===== src/rtl/step_debouncer_pkg.sv =====
// Shared definitions for the front-panel clock control path: step FSM
// encoding and the default timing constants used by the clock wrapper.
package clock_ctrl_pkg;

  typedef enum logic [1:0] {
    ST_IDLE  = 2'd0,
    ST_PULSE = 2'd1,
    ST_GAP   = 2'd2
  } step_state_t;

  localparam logic [31:0] DEFAULT_DEBOUNCE_CYCLES   = 32'd1000000;
  localparam logic [31:0] DEFAULT_STEP_PULSE_CYCLES = 32'd16;

endpackage : clock_ctrl_pkg


===== src/rtl/step_debouncer_if.sv =====
// Button-side and clock-module-side signals of the step debouncer, bundled
// so the top level and its environment share one port list.
interface step_debouncer_if;
  import clock_ctrl_pkg::*;

  // No handshake: raw buttons are free-running asynchronous levels, and every
  // output is a registered level or pulse the consumer samples on each clock.
  logic        i_BTN_TOGGLE;
  logic        i_BTN_STEP;
  logic        i_BTN_HALT;
  logic        o_STEP_TOGGLE;
  logic        o_STEP_CLOCK;
  logic        o_HALT;
  logic        o_MANUAL;
  step_state_t o_DBG_STATE;

  modport slave (
    input  i_BTN_TOGGLE, i_BTN_STEP, i_BTN_HALT,
    output o_STEP_TOGGLE, o_STEP_CLOCK, o_HALT, o_MANUAL, o_DBG_STATE
  );

  modport master (
    output i_BTN_TOGGLE, i_BTN_STEP, i_BTN_HALT,
    input  o_STEP_TOGGLE, o_STEP_CLOCK, o_HALT, o_MANUAL, o_DBG_STATE
  );

endinterface : step_debouncer_if


===== src/rtl/step_debouncer_button.sv =====
// One button channel: 2-flop synchronizer, persistence-count debouncer and a
// rising-edge detector on the debounced level.
module button_debouncer
  import clock_ctrl_pkg::*;
#(
  parameter logic [31:0] DEBOUNCE_CYCLES = DEFAULT_DEBOUNCE_CYCLES
) (
  input  logic i_SYS_CLOCK,
  input  logic i_RESET_n,
  input  logic i_RAW,
  output logic o_LEVEL,
  output logic o_RISE
);

  logic [1:0]  sync_q;
  logic        level_q, level_d;
  logic [31:0] cnt_q, cnt_d;

  always_ff @(posedge i_SYS_CLOCK or negedge i_RESET_n) begin
    if (!i_RESET_n) begin
      sync_q  <= 2'b00;
      level_q <= 1'b0;
      cnt_q   <= 32'd0;
    end else begin
      sync_q  <= {sync_q[0], i_RAW};
      level_q <= level_d;
      cnt_q   <= cnt_d;
    end
  end

  // Any sample matching the current level restarts the count, so only an
  // uninterrupted run of differing samples can flip the level.
  always_comb begin
    level_d = level_q;
    cnt_d   = 32'd0;
    if (sync_q[1] != level_q) begin
      if (cnt_q == DEBOUNCE_CYCLES) begin
        level_d = sync_q[1];
      end else begin
        cnt_d = cnt_q + 32'd1;
      end
    end
  end

  assign o_LEVEL = level_q;
  // Flags the edge at which the level is about to rise, letting the top
  // register its toggle response on that same edge.
  assign o_RISE  = level_d & ~level_q;

endmodule : button_debouncer


===== src/rtl/step_debouncer.sv =====
// Front-panel conditioning for the clock generator: debounced halt level,
// one-cycle toggle pulse with manual-mode flag, and fixed-width step pulses.
module step_debouncer
  import clock_ctrl_pkg::*;
#(
  parameter logic [31:0] DEBOUNCE_CYCLES   = DEFAULT_DEBOUNCE_CYCLES,
  parameter logic [31:0] STEP_PULSE_CYCLES = DEFAULT_STEP_PULSE_CYCLES
) (
  input  logic         i_SYS_CLOCK,
  input  logic         i_RESET_n,
  step_debouncer_if.slave bus
);

  logic tog_level, tog_rise;
  logic step_level, step_rise;
  logic halt_level, halt_rise;
  logic unused_levels;

  button_debouncer #(.DEBOUNCE_CYCLES(DEBOUNCE_CYCLES)) u_toggle (
    .i_SYS_CLOCK (i_SYS_CLOCK),
    .i_RESET_n   (i_RESET_n),
    .i_RAW       (bus.i_BTN_TOGGLE),
    .o_LEVEL     (tog_level),
    .o_RISE      (tog_rise)
  );

  button_debouncer #(.DEBOUNCE_CYCLES(DEBOUNCE_CYCLES)) u_step (
    .i_SYS_CLOCK (i_SYS_CLOCK),
    .i_RESET_n   (i_RESET_n),
    .i_RAW       (bus.i_BTN_STEP),
    .o_LEVEL     (step_level),
    .o_RISE      (step_rise)
  );

  button_debouncer #(.DEBOUNCE_CYCLES(DEBOUNCE_CYCLES)) u_halt (
    .i_SYS_CLOCK (i_SYS_CLOCK),
    .i_RESET_n   (i_RESET_n),
    .i_RAW       (bus.i_BTN_HALT),
    .o_LEVEL     (halt_level),
    .o_RISE      (halt_rise)
  );

  assign unused_levels = tog_level ^ step_level ^ halt_rise;

  step_state_t state_q, state_d;
  logic [31:0] cnt_q, cnt_d;
  logic        step_clk_q, step_clk_d;
  logic        manual_q, manual_d;
  logic        toggle_q;
  logic        step_rise_q;

  always_ff @(posedge i_SYS_CLOCK or negedge i_RESET_n) begin
    if (!i_RESET_n) begin
      state_q     <= ST_IDLE;
      cnt_q       <= 32'd0;
      step_clk_q  <= 1'b0;
      manual_q    <= 1'b0;
      toggle_q    <= 1'b0;
      step_rise_q <= 1'b0;
    end else begin
      state_q     <= state_d;
      cnt_q       <= cnt_d;
      step_clk_q  <= step_clk_d;
      manual_q    <= manual_d;
      toggle_q    <= tog_rise;
      step_rise_q <= step_rise;
    end
  end

  assign manual_d = manual_q ^ tog_rise;

  // PULSE and GAP both run STEP_PULSE_CYCLES long and ignore every input, so
  // a pulse is never cut short and presses during them are simply lost.
  always_comb begin
    state_d = state_q;
    cnt_d   = cnt_q;
    case (state_q)
      ST_IDLE: begin
        if (step_rise_q && manual_q && !halt_level) begin
          state_d = ST_PULSE;
          cnt_d   = STEP_PULSE_CYCLES - 32'd1;
        end
      end
      ST_PULSE: begin
        if (cnt_q == 32'd0) begin
          state_d = ST_GAP;
          cnt_d   = STEP_PULSE_CYCLES - 32'd1;
        end else begin
          cnt_d = cnt_q - 32'd1;
        end
      end
      ST_GAP: begin
        if (cnt_q == 32'd0) begin
          state_d = ST_IDLE;
        end else begin
          cnt_d = cnt_q - 32'd1;
        end
      end
      default: begin
        state_d = ST_IDLE;
        cnt_d   = 32'd0;
      end
    endcase
  end

  always_comb begin
    step_clk_d = (state_d == ST_PULSE);
  end

  assign bus.o_STEP_TOGGLE = toggle_q;
  assign bus.o_STEP_CLOCK  = step_clk_q;
  assign bus.o_HALT        = halt_level;
  assign bus.o_MANUAL      = manual_q;
  assign bus.o_DBG_STATE   = state_q;

endmodule : step_debouncer


===== src/flat_wrapper.sv =====
// flat-port wrapper written by rule: the top's interface ports become plain ports
module step_debouncer_flat import clock_ctrl_pkg::*;
#(
  parameter logic [31:0] DEBOUNCE_CYCLES   = DEFAULT_DEBOUNCE_CYCLES,
  parameter logic [31:0] STEP_PULSE_CYCLES = DEFAULT_STEP_PULSE_CYCLES
)
  (i_SYS_CLOCK, i_RESET_n, bus_i_BTN_TOGGLE, bus_i_BTN_STEP, bus_i_BTN_HALT, bus_o_STEP_TOGGLE, bus_o_STEP_CLOCK, bus_o_HALT, bus_o_MANUAL, bus_o_DBG_STATE);
  step_debouncer_if bus_i ();
  input  logic i_SYS_CLOCK;
  input  logic i_RESET_n;
  input wire logic [$bits(bus_i.i_BTN_TOGGLE)-1:0] bus_i_BTN_TOGGLE;
  input wire logic [$bits(bus_i.i_BTN_STEP)-1:0] bus_i_BTN_STEP;
  input wire logic [$bits(bus_i.i_BTN_HALT)-1:0] bus_i_BTN_HALT;
  output wire logic [$bits(bus_i.o_STEP_TOGGLE)-1:0] bus_o_STEP_TOGGLE;
  output wire logic [$bits(bus_i.o_STEP_CLOCK)-1:0] bus_o_STEP_CLOCK;
  output wire logic [$bits(bus_i.o_HALT)-1:0] bus_o_HALT;
  output wire logic [$bits(bus_i.o_MANUAL)-1:0] bus_o_MANUAL;
  output wire logic [$bits(bus_i.o_DBG_STATE)-1:0] bus_o_DBG_STATE;
  assign bus_i.i_BTN_TOGGLE = bus_i_BTN_TOGGLE;
  assign bus_i.i_BTN_STEP = bus_i_BTN_STEP;
  assign bus_i.i_BTN_HALT = bus_i_BTN_HALT;
  assign bus_o_STEP_TOGGLE = bus_i.o_STEP_TOGGLE;
  assign bus_o_STEP_CLOCK = bus_i.o_STEP_CLOCK;
  assign bus_o_HALT = bus_i.o_HALT;
  assign bus_o_MANUAL = bus_i.o_MANUAL;
  assign bus_o_DBG_STATE = bus_i.o_DBG_STATE;
  step_debouncer #(.DEBOUNCE_CYCLES(DEBOUNCE_CYCLES), .STEP_PULSE_CYCLES(STEP_PULSE_CYCLES)) u_core (.i_SYS_CLOCK(i_SYS_CLOCK), .i_RESET_n(i_RESET_n), .bus(bus_i));
endmodule

===== config.mk =====
export PLATFORM = sky130hd
export DESIGN_NAME = step_debouncer_flat
export DESIGN_NICKNAME = d
export VERILOG_FILES = /design/src/rtl/step_debouncer_pkg.sv /design/src/rtl/step_debouncer_if.sv /design/src/rtl/step_debouncer_button.sv /design/src/rtl/step_debouncer.sv /design/src/flat_wrapper.sv
export SDC_FILE = /design/constraint.sdc
export NUM_CORES = 1
export LEC_CHECK = 0
export ABC_AREA = 0
export ABC_CLOCK_PERIOD_IN_PS = 2800
export BUFFER_PORTS_ARGS = -buffer_cell sky130_fd_sc_hd__buf_2
export CAP_MARGIN = 20
export CORE_ASPECT_RATIO = 1.5
export CORE_MARGIN = 4
export CORE_UTILIZATION = 55
export CTS_BUF_LIST = sky130_fd_sc_hd__clkbuf_4 sky130_fd_sc_hd__clkbuf_8
export CTS_CLUSTER_SIZE = 8
export DETAILED_ROUTE_END_ITERATION = 10
export PLACE_DENSITY = 0.74
export SYNTH_ARGS = -nofsm -noshare
export SYNTH_HDL_FRONTEND = slang
export SYNTH_SLANG_ARGS = --single-unit
export TNS_END_PERCENT = 1

===== constraint.sdc =====
create_clock -name i_SYS_CLOCK -period 2.8 [get_ports i_SYS_CLOCK]
set_input_delay 0.14 -clock i_SYS_CLOCK [delete_from_list [all_inputs] [get_ports i_SYS_CLOCK]]
set_output_delay 0.14 -clock i_SYS_CLOCK [all_outputs]
set_load 0.01 [all_outputs]

### Yosys cells after proc, flatten, opt, wreduce, memory -nomap -nowiden

Index checks and enable logic that the tools add are counted.

| storage, ports and cells | value |
|---|---|
| output and inout bits | 6 |
| logic and storage cells | 60 |
| flip-flop bits (word level) | 143 |
| input bits | 5 |

| operators by class | value |
|---|---|
| equal/unequal tests | 11 |
| $add $sub $neg | 4 |
| bitwise operators | 5 |
| muxes and demuxes | 18 |
| reductions and logical operators | 7 |

Operators with widths:

| kind | number |
|---|---|
| 32-bit two-way mux | 9 |
| 32-bit by 1-bit adder with 32-bit output, second input constant | 3 |
| 32-bit by 20-bit equality test with 1-bit output, second input constant | 3 |
| 32-bit one-hot mux with 3 select lines | 1 |
| 32-bit zero test | 1 |
| 32-bit by 1-bit subtractor with 32-bit output, second input constant | 1 |
| 2-bit two-way mux | 3 |
| 2-bit one-hot mux with 3 select lines | 1 |
| 2-bit by 1-bit equality test with 1-bit output, second input constant | 2 |
| 1-bit two-way mux | 4 |
| 2-bit AND reduction | 2 |
| 1-bit != test | 3 |
| 1-bit AND | 2 |
| 2-bit equality test, second input constant | 1 |
| 1-bit logical AND | 2 |
| 2-bit zero test | 1 |
| 2-bit by 1-bit != test with 1-bit output, second input constant | 1 |
| 2-bit != test, second input constant | 1 |
| 1-bit NOT | 2 |
| 1-bit zero test | 1 |
| 1-bit bitwise XOR | 1 |

### Logic depth before layout (Yosys ltp)

Gate-level depths: netlist (run 1).

| depth | value |
|---|---|
| depth in word-level cells | 5 |
| depth in mapped cells | 10 |

### Hierarchy

From an unflattened synthesis (run 1), not the netlist that was laid out.

| second synthesis, totals | value |
|---|---|
| cell total of the unflattened synthesis | 842 |
| area total of the unflattened synthesis | 8100.3 sq um |

Modules (own cells, without submodules):

| module | times used | cells each | seq. area each (sq um) | area each (sq um) |
|---|---|---|---|---|
| button_debouncer | 3 | 202 | 875.8 | 1926.8 |
| step_debouncer | 1 | 236 | 950.9 | 2319.7 |

### Worst setup path after synthesis (run 1)

No wires, ideal clock.

| timing path | value |
|---|---|
| path type | reg2reg |
| start | register u_core.cnt_q[0] |
| end | register u_core.cnt_q[5] |
| stages on the path, launching flop included | 9 |
| path slack | 0.185 ns |
| arrival | 2.519 ns |
| cell sequence | dfrtp_1 inv_1 ha_1 or3b_2 or4_1 buf_6 o41a_1 and3_1 nor4_2 |

| on the way | value |
|---|---|
| word-level cells in the longest chain between the ends | 3 |

RTL lines:

| element | RTL line | text |
|---|---|---|
| start: declaration | step_debouncer.sv:46 | `logic [31:0] cnt_q, cnt_d;` |
| start signal: assignment | step_debouncer.sv:62 | `cnt_q <= cnt_d;` |
| 32-bit by 1-bit subtractor with 32-bit output / 32-bit zero test (equally long branches) | - |  |
| 32-bit two-way mux (tied with other cells) | step_debouncer.sv:93 | `if (cnt_q == 32'd0) begin` |
| 32-bit one-hot mux with 3 select lines / 2-bit AND reduction (equally long branches) | - |  |

Several ways; a longest one is shown, not always the timed one. The select of a mux whose other input is x is not followed.
A chain may end at the register's enable or synchronous reset.

### Worst setup path after layout (run 1)

| timing path | value |
|---|---|
| start | register u_core.cnt_q[1] |
| end | register u_core.cnt_q[5] |

Same word-level chain as after synthesis.

==> reports/qor.yml, run 1 <==
floorplanning:
  die_area_um2: 15500
  io_pins: 11
  die_y_um: 150
  coreArea_um2: 13100
  die_w_um: 103
  initial_core_util_pct: 56.6
  rows: 51
global_route:
  grt_pass1_wl_mm: 27.8
  antenna_found_initial: 0
  grt_pass1_vias: 5996
  overflow: 0
  grt_start_max_net_pins: 77
  grt_usage_pct: 22.3
route:
  via_count: 5930
  ant_nets: 0
  drc: 0
  totalWireLength_mm: 15.8
  first_iter_violations: 281
  wire_per_inst_um: 16.2
  first_pass_iters: 5
  avgViaCountPerCell: 6.11
synth:
  synth-edff-count: 0
  ys_warn_count: 0
  syn_avg_cell_area_um2: 9.63
  synthesis.area_um2: 7430
  synthCells: 772
  yosys_most_used_dff: "dfrtp_1"
  seq_area_frac_synth_pct: 48.1
  async_reset_ff_share_pct: 100
  ys_types: 56
  ys_ff_latch: 143
  syn_nets: 785
clocking:
  path_clk_slew_ns: 0.09
  worstSkewPairLatency_ns: 0.44
  cts_buffers: 17
  cts_tree: "built"
  cts_setup_buffers: 0
  root_buffer: "clkbuf_8"
  clk_path_buf_depth: 2
  cts_max_level: 4
  cts_sinks: 143
placed_design:
  pre_cts_ws_ns: -0.0791
  dp_hpwl_mm: 10.8
  gp_congestion: 0.884
  io_buffer_count: 10
setup_path:
  path_cells: "inv_1 > ha_1 > or3b_2 > or4_4 > o41a_1 > and3_1 > nor4_2"
  worst-setup-path-type: "register to register"
  cp.required_ns: 3.13
  critPathSlowestCell: "or4_4"
  cpPeakStageDelay_ns: 0.50
  path_buf_inv: 1
  crit_arrival_ns: 3.03
  cp_max_fo: 6
  cp-end-kind: "register"
  path_delay_family: "simple AND/OR/NAND/NOR gates"
  cp-start-kind: "register"
sta:
  hold_viol_final: 0
  setup_viol: 0
  fmax_mhz: 371
  max_slew_margin_pct: 52.4
  slew_violations: 0
  worstMarginPinSlew_ns: 0.713
  setup_slack_ns: 0.103
  finClkSkew_ns: 0.0165
  min_period_ns: 2.70
  rsz0062_at_grt: "false"
  period_share_pct: 96.3
power_and_ir_drop:
  power.share.switching_pct: 23.9
  total_power_mw: 3.86
  p_seq_share_pct: 54.2
  power.switching_uw: 925
  leakage_nw: 3.51
  ir_drop_mv: 0.288
  p_int_mw: 2.94
  clkPwrFrac_pct: 43.0
  power_density_nw_per_um2: 471
  combPwrFrac_pct: 2.8
layout:
  synthToLayoutAreaGrowth_pct: 10.2
  post-route-util_pct: 62.3
  diodes: 0
  fill_cells: 1048
  final_nets: 812
  layout-drive-gt1-share_pct: 13.5
flow_run:
  drv_cap: 0
hold_path:
  hold_path_class: "input pin to asynchronous set/reset pin"
outcome:
  outcome: "finished clean"
## worst paths after layout
path	start	end	slack, ns	depth (start not counted)
max	u_core.cnt_q[1]	u_core.cnt_q[5]	0.10	7
min	i_RESET_n	u_core.u_halt.cnt_q[26]	0.31	2
max reg2reg	u_core.cnt_q[1]	u_core.cnt_q[5]	0.10	7
min reg2reg	u_core.u_step.sync_q[0]	u_core.u_step.sync_q[1]	0.35	0
max in group asynchronous	i_RESET_n	u_core.u_step.cnt_q[27]	1.73	3
min in group i_SYS_CLOCK	u_core.u_step.sync_q[0]	u_core.u_step.sync_q[1]	0.35	0
## through the flow
| step | area (um2) | setup TNS [ns] | hold WS (ns) | cells |
|---|---|---|---|---|
| 2_1_floorplan | 7430 | 0 | -0.156 | 772 |
| 3_3_place_gp | 7740 | 0 | 0.207 | 935 |
| 3_5_place_dp | 7740 | -0.0791 | 0.217 | 935 |
| 4_1_cts | 8190 | 0 | 0.313 | 971 |
| 5_1_grt | 8200 | 0 | 0.336 | 971 |
| 6_report | 8200 | 0 | 0.305 | 971 |
## cell families after synthesis
logic type | after synthesis | synth area share, %
simple gates | 385 | 28.1
flops | 143 | 48.1
xor+xnor | 89 | 10.5
compound gates | 85 | 7.66
buf+inv | 57 | 3.52
fa+ha+maj | 9 | 1.48
mux | 4 | 0.589
## state kept, by name, summed over array words and instances (netlist names), 2 cells and up
signal                  flops
u_core.u_halt.cnt_q        32
u_core.bus.o_DBG_STATE      2
u_core.u_halt.sync_q        2
u_core.u_toggle.sync_q      2
u_core.u_step.cnt_q        32
u_core.cnt_q               32
u_core.u_step.sync_q        2
u_core.u_toggle.cnt_q      32
## power by group through the flow
stage	Sequential, mW	Combinational [mW]	Clock (mW)
finish	2.09	0.109	1.66
detailed placement	2.13	0.108	0
global placement	2.13	0.104	0
CTS	2.09	0.113	1.70
global route	2.10	0.128	1.80
floorplan	2.13	0.0461	0
## layer usage
layer | track usage, % | share of wire, % | vias up
met4 | 10.2 | 2.7 | 0
met2 | 36.5 | 51 | 134
met1 | 28.2 | 43 | 2953
met5 | 0 | 0 | -
met3 | 4.36 | 3.3 | 37
li1 | - | - | 2806
## placed cells by master, fill, tap and decap left out, types with 5 or more instances in the layout
master	synthesis	layout
nand4_1	25	25
ha_1	8	8
or4_2	5	5
o41ai_1	5	5
nand2_1	43	43
or4_1	19	17
nor4b_1	11	11
or3_1	14	14
buf_4	0	27
nand3_1	35	35
and3_1	16	16
buf_2	4	9
nor2_1	121	121
nor3_1	25	25
a21oi_1	29	29
and4_1	11	11
o21ai_0	12	12
or2_2	7	7
inv_6	0	5
o31ai_1	17	17
clkbuf_8	0	18
dfrtp_1	143	143
xnor2_1	51	51
nor4_1	26	26
a21oi_2	6	6
xor2_1	38	38
inv_1	23	23
## cell type report
type	instances	area (um2)	area share, %
Timing Repair Buffer	42	319	3.89
Sequential cell	143	3580	43.7
Multi-Input combinational cell	572	3610	44.0
Clock buffer	18	248	3.02
Tap cell	159	199	2.43
Clock inverter	14	155	1.89
Inverter	23	86.3	1.05
## what timing repair did
| item | in CTS | in global routing |
|---|---|---|
| pin swaps | 0 | 1 |
| gates resized for setup | 1 | 1 |
| hold endpoints to repair | 77 | 0 |
| hold buffers | 4 | 0 |
| setup endpoints to repair | 1 | 1 |
## synth_stat cells (3+ instances only)
cell type  number  area share (%)
a21oi_1        29             2.0
a21oi_2         6            0.71
and2_1          4            0.34
and3_1         16             1.3
and4_1         11             1.3
buf_2           4            0.27
buf_6           3            0.45
clkbuf_1       25             1.3
dfrtp_1       143              48
ha_1            8             1.3
inv_1          23             1.2
mux2_2          3            0.45
nand2_1        43             2.2
nand3_1        35             2.4
nand4_1        25             2.1
nor2_1        121             6.1
nor3_1         25             1.7
nor3b_1         3            0.30
nor4_1         26             2.2
nor4b_1        11             1.3
o21ai_0        12            0.81
o21ai_1         4            0.27
o31ai_1        17             1.7
o41ai_1         5            0.59
or2_2           7            0.59
or3_1          14             1.2
or3_2           4            0.40
or4_1          19             1.9
or4_2           5            0.59
xnor2_1        51             6.0
xor2_1         38             4.5
## worst reg2reg max path, stage by stage, from the launching register on
cell	delay [ns]
dfrtp_1	0.42
inv_1	0.11
ha_1	0.16
or3b_2	0.47
or4_4	0.50
o41a_1	0.44
and3_1	0.21
nor4_2	0.29
No activity file was read; power rests on OpenSTA's default activity.
==> run 2, diff against run 1 <==
--- a/config.mk
+++ b/config.mk
@@ -10,12 +10,11 @@
 export BUFFER_PORTS_ARGS = -buffer_cell sky130_fd_sc_hd__buf_2
 export CAP_MARGIN = 20
 export CORE_ASPECT_RATIO = 1.5
-export CORE_MARGIN = 4
 export CORE_UTILIZATION = 55
 export CTS_BUF_LIST = sky130_fd_sc_hd__clkbuf_4 sky130_fd_sc_hd__clkbuf_8
 export CTS_CLUSTER_SIZE = 8
 export DETAILED_ROUTE_END_ITERATION = 10
-export PLACE_DENSITY = 0.74
+export PLACE_DENSITY = 0.77
 export SYNTH_ARGS = -nofsm -noshare
 export SYNTH_HDL_FRONTEND = slang
 export SYNTH_SLANG_ARGS = --single-unit
==> run 2 against run 1 <==
  * Core utilization rose by 0.28 points
  * Highest routed layer unchanged
  * Sequential cell count did not move
  * First-iteration DRC count rose by 18%
  * Total power fell by 1.1%
  * Sequential power barely moved
  * Setup slack improved by 0.011 ns
  * Cell count fell by 0.21%
  * Wire length fell by 2.0%
  * Global-route usage rose by 1.2 points
  * Worst hold slack got worse by 0.037 ns
==> reports/qor.yml, run 2 (synthesized netlist as in run 1, its figures left out) <==
outcome:
  outcome: "finished clean"
setup_path:
  critPathSlowestCell: "or4b_2"
  cpPeakStageDelay_ns: 0.70  # +0.20 ns
  path_cells: "or4_1 > a211oi_1 > nand3_1 > or4b_2 > a21oi_2"
  cp.required_ns: 3.18  # +0.05 ns
  ff2ff_path_depth: 5  # -2
  worst-setup-path-type: "register to register"
  cp_max_fo: 7  # +1
  crit_arrival_ns: 3.07  # +0.04 ns
  cp-start-kind: "register"
  cp-end-kind: "register"
placed_design:
  gp_congestion: 0.872  # -1.4%
  place_area_um2: 7740  # about the same
  pre_cts_ws_ns: 0.0152  # +0.0943 ns
  io_buffer_count: 10  # unchanged
  dp_hpwl_mm: 10.7  # -0.56%
sta:
  slew_violations: 0  # unchanged
  setup_slack_ns: 0.114  # +0.0111 ns
  setup_viol: 0  # unchanged
  finClkSkew_ns: 0.0193  # +0.00278 ns
  rsz0062_at_grt: "false"
  worstMarginPinSlew_ns: 0.697  # -0.0162 ns
  period_share_pct: 95.9  # -0.40 points
  hold_viol_final: 0  # unchanged
  min_period_ns: 2.69  # -0.0111 ns
  max_slew_margin_pct: 53.2  # +0.72 points
  fmax_mhz: 372  # +0.41%
  setup_tns_ns: 0  # unchanged
clocking:
  cts_sinks: 143  # unchanged
  cts_buffers: 17  # unchanged
  clk_path_buf_depth: 2  # unchanged
  worstSkewPairLatency_ns: 0.46  # +0.02 ns
  root_buffer: "clkbuf_8"
  cts_setup_buffers: 0  # unchanged
  cts_max_level: 4  # unchanged
  cts_tree: "built"
  path_clk_slew_ns: 0.09  # about the same
route:
  first_pass_iters: 5  # unchanged
  first_iter_violations: 331  # +18%
  avgViaCountPerCell: 6.01  # -1.7%
  via_count: 5820  # -1.9%
  wire_per_inst_um: 15.9  # -1.8%
  drc: 0  # unchanged
  ant_nets: 0  # unchanged
  totalWireLength_mm: 15.4  # -2.0%
floorplanning:
  die_area_um2: 14000  # -9.6%
  initial_core_util_pct: 56.8  # +0.28 points
  rows: 51  # unchanged
  die_w_um: 96.9  # -5.8%
  io_pins: 11  # unchanged
  die_y_um: 144  # -4.0%
  coreArea_um2: 13100  # -0.49%
power_and_ir_drop:
  combPwrFrac_pct: 2.8  # about the same
  leakage_nw: 3.51  # -0.13%
  power.switching_mw: 1.03  # +12%
  p_seq_share_pct: 54.8  # +0.6 points
  p_int_mw: 2.79  # -5.2%
  power.share.switching_pct: 27.1  # +3.1 points
  ir_drop_mv: 0.302  # +4.8%
  clkPwrFrac_pct: 42.5  # -0.5 points
  total_power_mw: 3.82  # -1.1%
  power_density_nw_per_um2: 466  # -1.1%
layout:
  diodes: 0  # unchanged
  postLayoutCellArea_um2: 8190  # about the same
  synthToLayoutAreaGrowth_pct: 10.2  # about the same
  final_nets: 810  # -0.25%
  layout_commonest_cell: "dfrtp_1"
  post-route-util_pct: 62.6  # +0.28 points
  final_cell_mix: "dfrtp_1 (143), nor2_1 (121), xnor2_1 (51)"
  layout-drive-gt1-share_pct: 13.3  # -0.21 points
global_route:
  antenna_found_initial: 0  # unchanged
  grt_pass1_wl_mm: 26.6  # -4.3%
  grt_start_max_net_pins: 74  # -3.9%
  overflow: 0  # unchanged
  grt_pass1_vias: 5928  # -1.1%
  grt_usage_pct: 23.5  # +1.2 points
hold_path:
  hold_path_class: "input pin to asynchronous set/reset pin"
flow_run:
  drv_cap: 0  # unchanged
==> run 2: changes by cell type in the layout (fill, tap and decap cells not counted), moves of 2 or more <==
cell,change
clkinv_4,-2
clkinv_2,-2
buf_4,-3
inv_8,+5
bufinv_16,-2
clkinv_8,+3
==> run 2: cell type report <==
type	instances	area [um2]
multi-input cells	572	3610
well taps	159	199
clock inverters	15	165
repair buffers	40	317
clock buffers	17	234
inverters	23	86.3
flip-flops and latches	143	3580
fillers	1061	4890
==> run 2: power by group through the flow <==
stage | clock network, mW | logic, mW | registers (mW)
2_1_floorplan | 0 | 0.0461 | 2.13
3_3_place_gp | 0 | 0.103 | 2.13
3_5_place_dp | 0 | 0.106 | 2.13
4_1_cts | 1.66 | 0.111 | 2.09
5_1_grt | 1.74 | 0.126 | 2.09
6_report | 1.62 | 0.106 | 2.09
==> run 2: worst paths after layout <==
| kind | startpoint | endpoint | slack (ns) |
|---|---|---|---|
| worst max register to register | u_core.cnt_q[16] | u_core.cnt_q[25] | 0.11 |
| worst min register to register | u_core.u_step.sync_q[0] | u_core.u_step.sync_q[1] | 0.36 |
| worst max-delay path | u_core.cnt_q[16] | u_core.cnt_q[25] | 0.11 |
| min in group i_SYS_CLOCK | bus_i_BTN_HALT | u_core.u_halt.sync_q[0] | 0.32 |
| max in group asynchronous | i_RESET_n | u_core.u_halt.cnt_q[8] | 1.78 |
| worst min-delay path | i_RESET_n | u_core.u_halt.cnt_q[27] | 0.27 |
==> run 2: routing by layer <==
layer  up-vias  track usage, %  part of all wire (%)
li1       2803               -                     -
met1      2864            26.5                    41
met2       126            42.3                    54
met3        27            4.78                   3.3
met4         0            11.7                   2.1
met5         -               0                     0
==> run 2: stage by stage <==
| step | hold WS, ns | instances |
|---|---|---|
| after CTS | 0.276 | 969 |
| after global placement | 0.198 | 933 |
| after floorplan | -0.156 | 772 |
| after detailed placement | 0.204 | 933 |
| final | 0.269 | 969 |
| after global routing | 0.308 | 969 |
==> run 2: what timing repair did <==
item / 4_1_cts / 5_1_grt
endpoints found under the setup margin: 3 / 8
gates cloned: 0 / 0
gates resized for setup: 1 / 1
endpoints found under the hold margin: 74 / 0
hold buffers: 4 / 0
pin swaps: 0 / 2
==> run 2: critical path, delay by kind of cell, from the launching register on <==
family	cells	cell delay [ns]
AND/OR/NAND/NOR	3	1.62
flip-flops	1	0.43
AO/OA/AOI/OAI	2	0.57
